<file path="src/rtl/addsub_defs.sv">
// Shared definitions for the bit-serial adder-subtractor.
//   state_t  : FSM encoding (S_IDLE, S_RUN, S_DONE)
//   MODE_ADD : mode input value selecting A+B
//   MODE_SUB : mode input value selecting A-B
package addsub_defs;

  typedef enum logic [1:0] {
    S_IDLE = 2'd0,
    S_RUN  = 2'd1,
    S_DONE = 2'd2
  } state_t;

  localparam logic MODE_ADD = 1'b0;
  localparam logic MODE_SUB = 1'b1;

endpackage

</file>
<file path="src/rtl/full_add_bit.sv">
// One-bit combinational full adder; the only arithmetic element of the
// serial datapath.
//   a, b  : operand bits
//   cin   : carry in
//   s     : sum bit
//   cout  : carry out
module full_add_bit (
  input  logic a,
  input  logic b,
  input  logic cin,
  output logic s,
  output logic cout
);

  assign s    = a ^ b ^ cin;
  assign cout = (a & b) | (a & cin) | (b & cin);

endmodule

</file>
<file path="src/rtl/addsub_serial.sv">
// Bit-serial adder-subtractor. One result bit is produced per clock by a
// single full adder, LSB first. Subtraction is A + ~B + 1.
//   clk    : clock, rising edge
//   rst    : synchronous reset, active-high
//   start  : request, sampled when not busy (IDLE or DONE)
//   mode   : 0 add, 1 subtract; sampled with start
//   a, b   : operands; sampled with start
//   busy   : high while the serial operation runs
//   done   : one-cycle pulse when result/flags are updated
//   result : A+B or A-B modulo 2^WIDTH
//   cout   : carry out of MSB (subtract: 1 = no borrow)
//   ovf    : signed overflow (carry into MSB xor carry out of MSB)
//   zero   : result == 0
module addsub_serial
  import addsub_defs::*;
#(
  parameter int WIDTH = 4
) (
  input  logic             clk,
  input  logic             rst,
  input  logic             start,
  input  logic             mode,
  input  logic [WIDTH-1:0] a,
  input  logic [WIDTH-1:0] b,
  output logic             busy,
  output logic             done,
  output logic [WIDTH-1:0] result,
  output logic             cout,
  output logic             ovf,
  output logic             zero
);

  localparam int CNT_W = $clog2(WIDTH + 1);
  localparam logic [CNT_W-1:0] LAST_CNT = CNT_W'(WIDTH - 1);

  state_t           state_reg;
  logic [CNT_W-1:0] cnt_reg;
  logic [WIDTH-1:0] opa_reg;
  logic [WIDTH-1:0] opb_reg;
  logic [WIDTH-1:0] acc_reg;     // internal result shift register
  logic             carry_reg;
  logic             busy_reg;
  logic             done_reg;
  logic [WIDTH-1:0] result_reg;
  logic             cout_reg;
  logic             ovf_reg;
  logic             zero_reg;

  logic             fa_sum;
  logic             fa_cout;
  logic [WIDTH-1:0] acc_next;
  logic [CNT_W-1:0] cnt_next;

  full_add_bit u_fa (
    .a    (opa_reg[0]),
    .b    (opb_reg[0]),
    .cin  (carry_reg),
    .s    (fa_sum),
    .cout (fa_cout)
  );

  // New sum bit enters at the MSB, so after WIDTH shifts the LSB-first
  // stream ends up in the right bit positions.
  assign acc_next = {fa_sum, acc_reg[WIDTH-1:1]};
  assign cnt_next = cnt_reg + CNT_W'(1);

  always_ff @(posedge clk) begin
    if (rst) begin
      state_reg  <= S_IDLE;
      cnt_reg    <= '0;
      opa_reg    <= '0;
      opb_reg    <= '0;
      acc_reg    <= '0;
      carry_reg  <= 1'b0;
      busy_reg   <= 1'b0;
      done_reg   <= 1'b0;
      result_reg <= '0;
      cout_reg   <= 1'b0;
      ovf_reg    <= 1'b0;
      zero_reg   <= 1'b0;
    end else begin
      done_reg <= 1'b0;
      case (state_reg)
        // DONE accepts a new request exactly like IDLE, allowing
        // back-to-back operations.
        S_IDLE, S_DONE: begin
          if (start) begin
            opa_reg   <= a;
            opb_reg   <= (mode == MODE_SUB) ? ~b : b;
            carry_reg <= (mode != MODE_ADD);
            cnt_reg   <= '0;
            acc_reg   <= '0;
            busy_reg  <= 1'b1;
            state_reg <= S_RUN;
          end else begin
            state_reg <= S_IDLE;
          end
        end

        S_RUN: begin
          opa_reg   <= opa_reg >> 1;
          opb_reg   <= opb_reg >> 1;
          acc_reg   <= acc_next;
          carry_reg <= fa_cout;
          cnt_reg   <= cnt_next;
          if (cnt_reg == LAST_CNT) begin
            // carry_reg here is the carry into the MSB.
            result_reg <= acc_next;
            cout_reg   <= fa_cout;
            ovf_reg    <= carry_reg ^ fa_cout;
            zero_reg   <= (acc_next == '0);
            busy_reg   <= 1'b0;
            done_reg   <= 1'b1;
            state_reg  <= S_DONE;
          end
        end

        default: begin
          busy_reg  <= 1'b0;
          state_reg <= S_IDLE;
        end
      endcase
    end
  end

  assign busy   = busy_reg;
  assign done   = done_reg;
  assign result = result_reg;
  assign cout   = cout_reg;
  assign ovf    = ovf_reg;
  assign zero   = zero_reg;

endmodule

</file>
<file path="config.mk">
export PLATFORM = sky130hd
export DESIGN_NAME = addsub_serial
export DESIGN_NICKNAME = d
export VERILOG_FILES = /design/src/rtl/addsub_defs.sv /design/src/rtl/full_add_bit.sv /design/src/rtl/addsub_serial.sv
export SDC_FILE = /design/constraint.sdc
export NUM_CORES = 1
export LEC_CHECK = 0
export BUFFER_PORTS_ARGS = -buffer_cell sky130_fd_sc_hd__buf_2
export CAP_MARGIN = 10
export CORE_AREA = 2 2 59 50
export CTS_CLUSTER_SIZE = 28
export DETAILED_ROUTE_END_ITERATION = 8
export DIE_AREA = 0 0 61 52
export GPL_TIMING_DRIVEN = 0
export PLACE_DENSITY = 0.65
export SLEW_MARGIN = 15
export SYNTH_ARGS = -nofsm -noshare
export SYNTH_HDL_FRONTEND = slang
export SYNTH_SLANG_ARGS = --single-unit
export TNS_END_PERCENT = 20
</file>
<file path="constraint.sdc">
create_clock -name clk -period 1.7 [get_ports clk]
set_input_delay 0.255 -clock clk [delete_from_list [all_inputs] [get_ports clk]]
set_output_delay 0.255 -clock clk [all_outputs]
set_load 0.05 [all_outputs]
</file>
==> flow_metrics.py <==
metrics = {
    "run_status": {
        "status": "finished, final reports clean",
    },
    "sta": {
        "max_freq_mhz": 667,
        "fin_setup_tns_ns": 0,
        "fin_skew_ns": 0.00376,
        "max_slew_margin": 0.657,
        "period_share": 0.881,
        "setup_viol": 0,
        "worstMarginPinSlew_ns": 0.514,
        "min_period_ns": 1.50,
        "rsz0062_at_grt": "no",
        "finalHoldViolCount": 0,
        "drv_slew": 0,
    },
    "critical_path": {
        "reg2reg_slack_ns": 0.20,
        "crit_fanout": 9,
        "timing.setup.critical_path_class": "flop to flop",
        "r2r_cells": 6,
        "cp.arrival_ns": 1.72,
        "worstReg2RegStart": "cnt_reg[0]",
        "cp-start-kind": "flop",
        "r2r_end": "result[2]",
        "cp_data_required_time_ns": 1.92,
        "worst_setup_path_end_kind": "flop",
    },
    "power_and_ir_drop": {
        "leakage_uw": 0.000563,
        "p_per_area_nw_per_um2": 950,
        "vdd_drop_max_mv": 0.445,
        "p_total_uw": 1250,
    },
    "clocking": {
        "cts_buffers": 3,
        "clk-insertion-delay-late_ns": 0.33,
        "root_buffer": "clkbuf_4",
        "ctsHoldBuffers": 0,
        "cts_setup_buffers": 0,
        "cts_tree": "done",
        "cts_resized": 0,
        "cts_buffer_depth": 2,
        "cts.htree.levels": 1,
        "clock-sinks": 26,
        "cts.clk_slew.worst_paths_ns": 0.14,
    },
    "global_routing": {
        "antenna_found_initial": 0,
        "grt_pass1_vias": 848,
        "grt_max_degree": 16,
        "grt_overflow_total": 0,
        "track_usage": 0.167,
        "grt_pass1_wl_um": 3910,
    },
    "placement": {
        "postPlaceCellArea_sq_um": 1260,
        "dp_hpwl_um": 1600,
        "routabilityCongestion": 0.701,
        "post-place-cells": 178,
        "port_buffers": 18,
    },
    "drt": {
        "wl_um": 2230,
        "first_pass_iters": 4,
        "ant_nets": 0,
        "via_per_inst": 4.99,
        "num_vias": 909,
        "drt-initial-drc-count": 16,
        "post-route-drc-count": 0,
        "routedWlPerCell_um": 12.3,
    },
    "cells_and_area": {
        "nNetsFinal": 160,
        "area_growth_pct": 16.9,
        "design_area_sq_um": 1320,
        "layout_common_cells": "dfxtp_1, buf_2, nand3_1, a21oi_1",
        "drive_gt1_frac": 0.236,
        "insertedDiodeCount": 0,
        "final_cells": 182,
        "final_common_cell": "dfxtp_1",
        "final_util": 0.503,
    },
    "die": {
        "rows": 17,
        "fp.dieH_um": 52,
        "core_sq_um": 2620,
        "die_w_um": 61,
        "start_util": 0.430,
        "io_pins": 21,
        "dieArea_sq_um": 3170,
    },
    "worst_hold_path": {
        "whs_endpoint": "opa_reg[3]",
        "min-delay-start": "a[3]",
        "hold_path_depth": 3,
        "hold_path.class": "input port to flop",
    },
    "logic_synthesis": {
        "yosys_register_bits": 26,
        "syn_area_sq_um": 1120,
        "synthCells": 122,
        "avgSynthCellArea_sq_um": 9.22,
        "syn-num-nets": 137,
        "ys_warn_count": 0,
        "synth_cell_types": 26,
        "ys_seq_area_frac": 0.463,
    },
    "run": {
        "cap_violations": 0,
    },
}
[power breakdown]
group	leakage [uW]	internal, uW	switching, uW
Combinational	0.000324	73.5	95.5
Sequential	0.000212	634	17.9
Clock	0.0000279	239	189
[worst max-delay path by stage]
stage	from	end	depth (start not counted)
3_3_place_gp	cnt_reg[0]	result[2]	6
3_5_place_dp	cnt_reg[0]	result[3]	6
2_1_floorplan	cnt_reg[0]	result[0]	6
5_1_grt	cnt_reg[0]	result[1]	6
4_1_cts	cnt_reg[0]	result[3]	6
6_report	cnt_reg[0]	result[2]	6
[routing by layer]
layer / vias up / GRT usage / part of all wire
met4: 0 / 0.0435 / 0.010
met3: 5 / 0.0448 / 0.025
met1: 434 / 0.233 / 0.49
met2: 10 / 0.254 / 0.48
met5: - / 0 / 0
li1: 460 / - / -
[kinds of logic after synthesis]
| family | share of synthesized area |
|---|---|
| flops | 0.463 |
| buf+inv | 0.0823 |
| mux | 0.0356 |
| compound gates | 0.146 |
| fa+ha+maj | 0.0400 |
| simple gates | 0.195 |
| xor+xnor | 0.0389 |
[final cells by class]
type | instances | area (sq um)
multi-input cells | 83 | 512
plain buffers | 11 | 85.1
repair buffers | 18 | 90.1
flip-flops and latches | 26 | 520
inverters | 2 | 7.51
clock buffers | 3 | 22.5
fillers | 258 | 1300
clock inverters | 1 | 30.0
well taps | 38 | 47.5
[through the flow]
step | hold WS, ns | worst slack (ns)
after floorplan | 0.391 | 0.351
after global placement | 0.443 | 0.235
after detailed placement | 0.446 | 0.228
after CTS | 0.148 | 0.201
after global routing | 0.146 | 0.0759
final | 0.156 | 0.201
[cell usage after synthesis]
master | instances | area share
a21oi_1 | 17 | 0.076
ha_1 | 2 | 0.022
buf_12 | 1 | 0.018
buf_6 | 2 | 0.020
nand2b_1 | 4 | 0.022
and2b_4 | 1 | 0.0089
nand3b_1 | 1 | 0.0067
clkbuf_1 | 2 | 0.0067
buf_2 | 3 | 0.013
nand2_1 | 9 | 0.030
o32a_1 | 1 | 0.0089
clkbuf_2 | 1 | 0.0044
nor4_1 | 1 | 0.0056
xor2_1 | 5 | 0.039
inv_1 | 2 | 0.0067
o21a_1 | 1 | 0.0067
fa_1 | 1 | 0.018
dfxtp_1 | 26 | 0.46
mux2i_1 | 4 | 0.036
a21oi_2 | 1 | 0.0078
nand3_2 | 1 | 0.0089
nor2_1 | 9 | 0.030
nand3_1 | 17 | 0.076
and2b_1 | 1 | 0.0067
buf_4 | 2 | 0.013
a22oi_1 | 7 | 0.047
[worst max-delay path: stages, from the launching register on]
cell and delay, ns:
dfxtp_1 0.35, ha_1 0.19, ha_1 0.25, nand3b_1 0.11, buf_2 0.23, mux2i_1 0.21, nor2_1 0.05
Power figures use the tool's default switching activity.
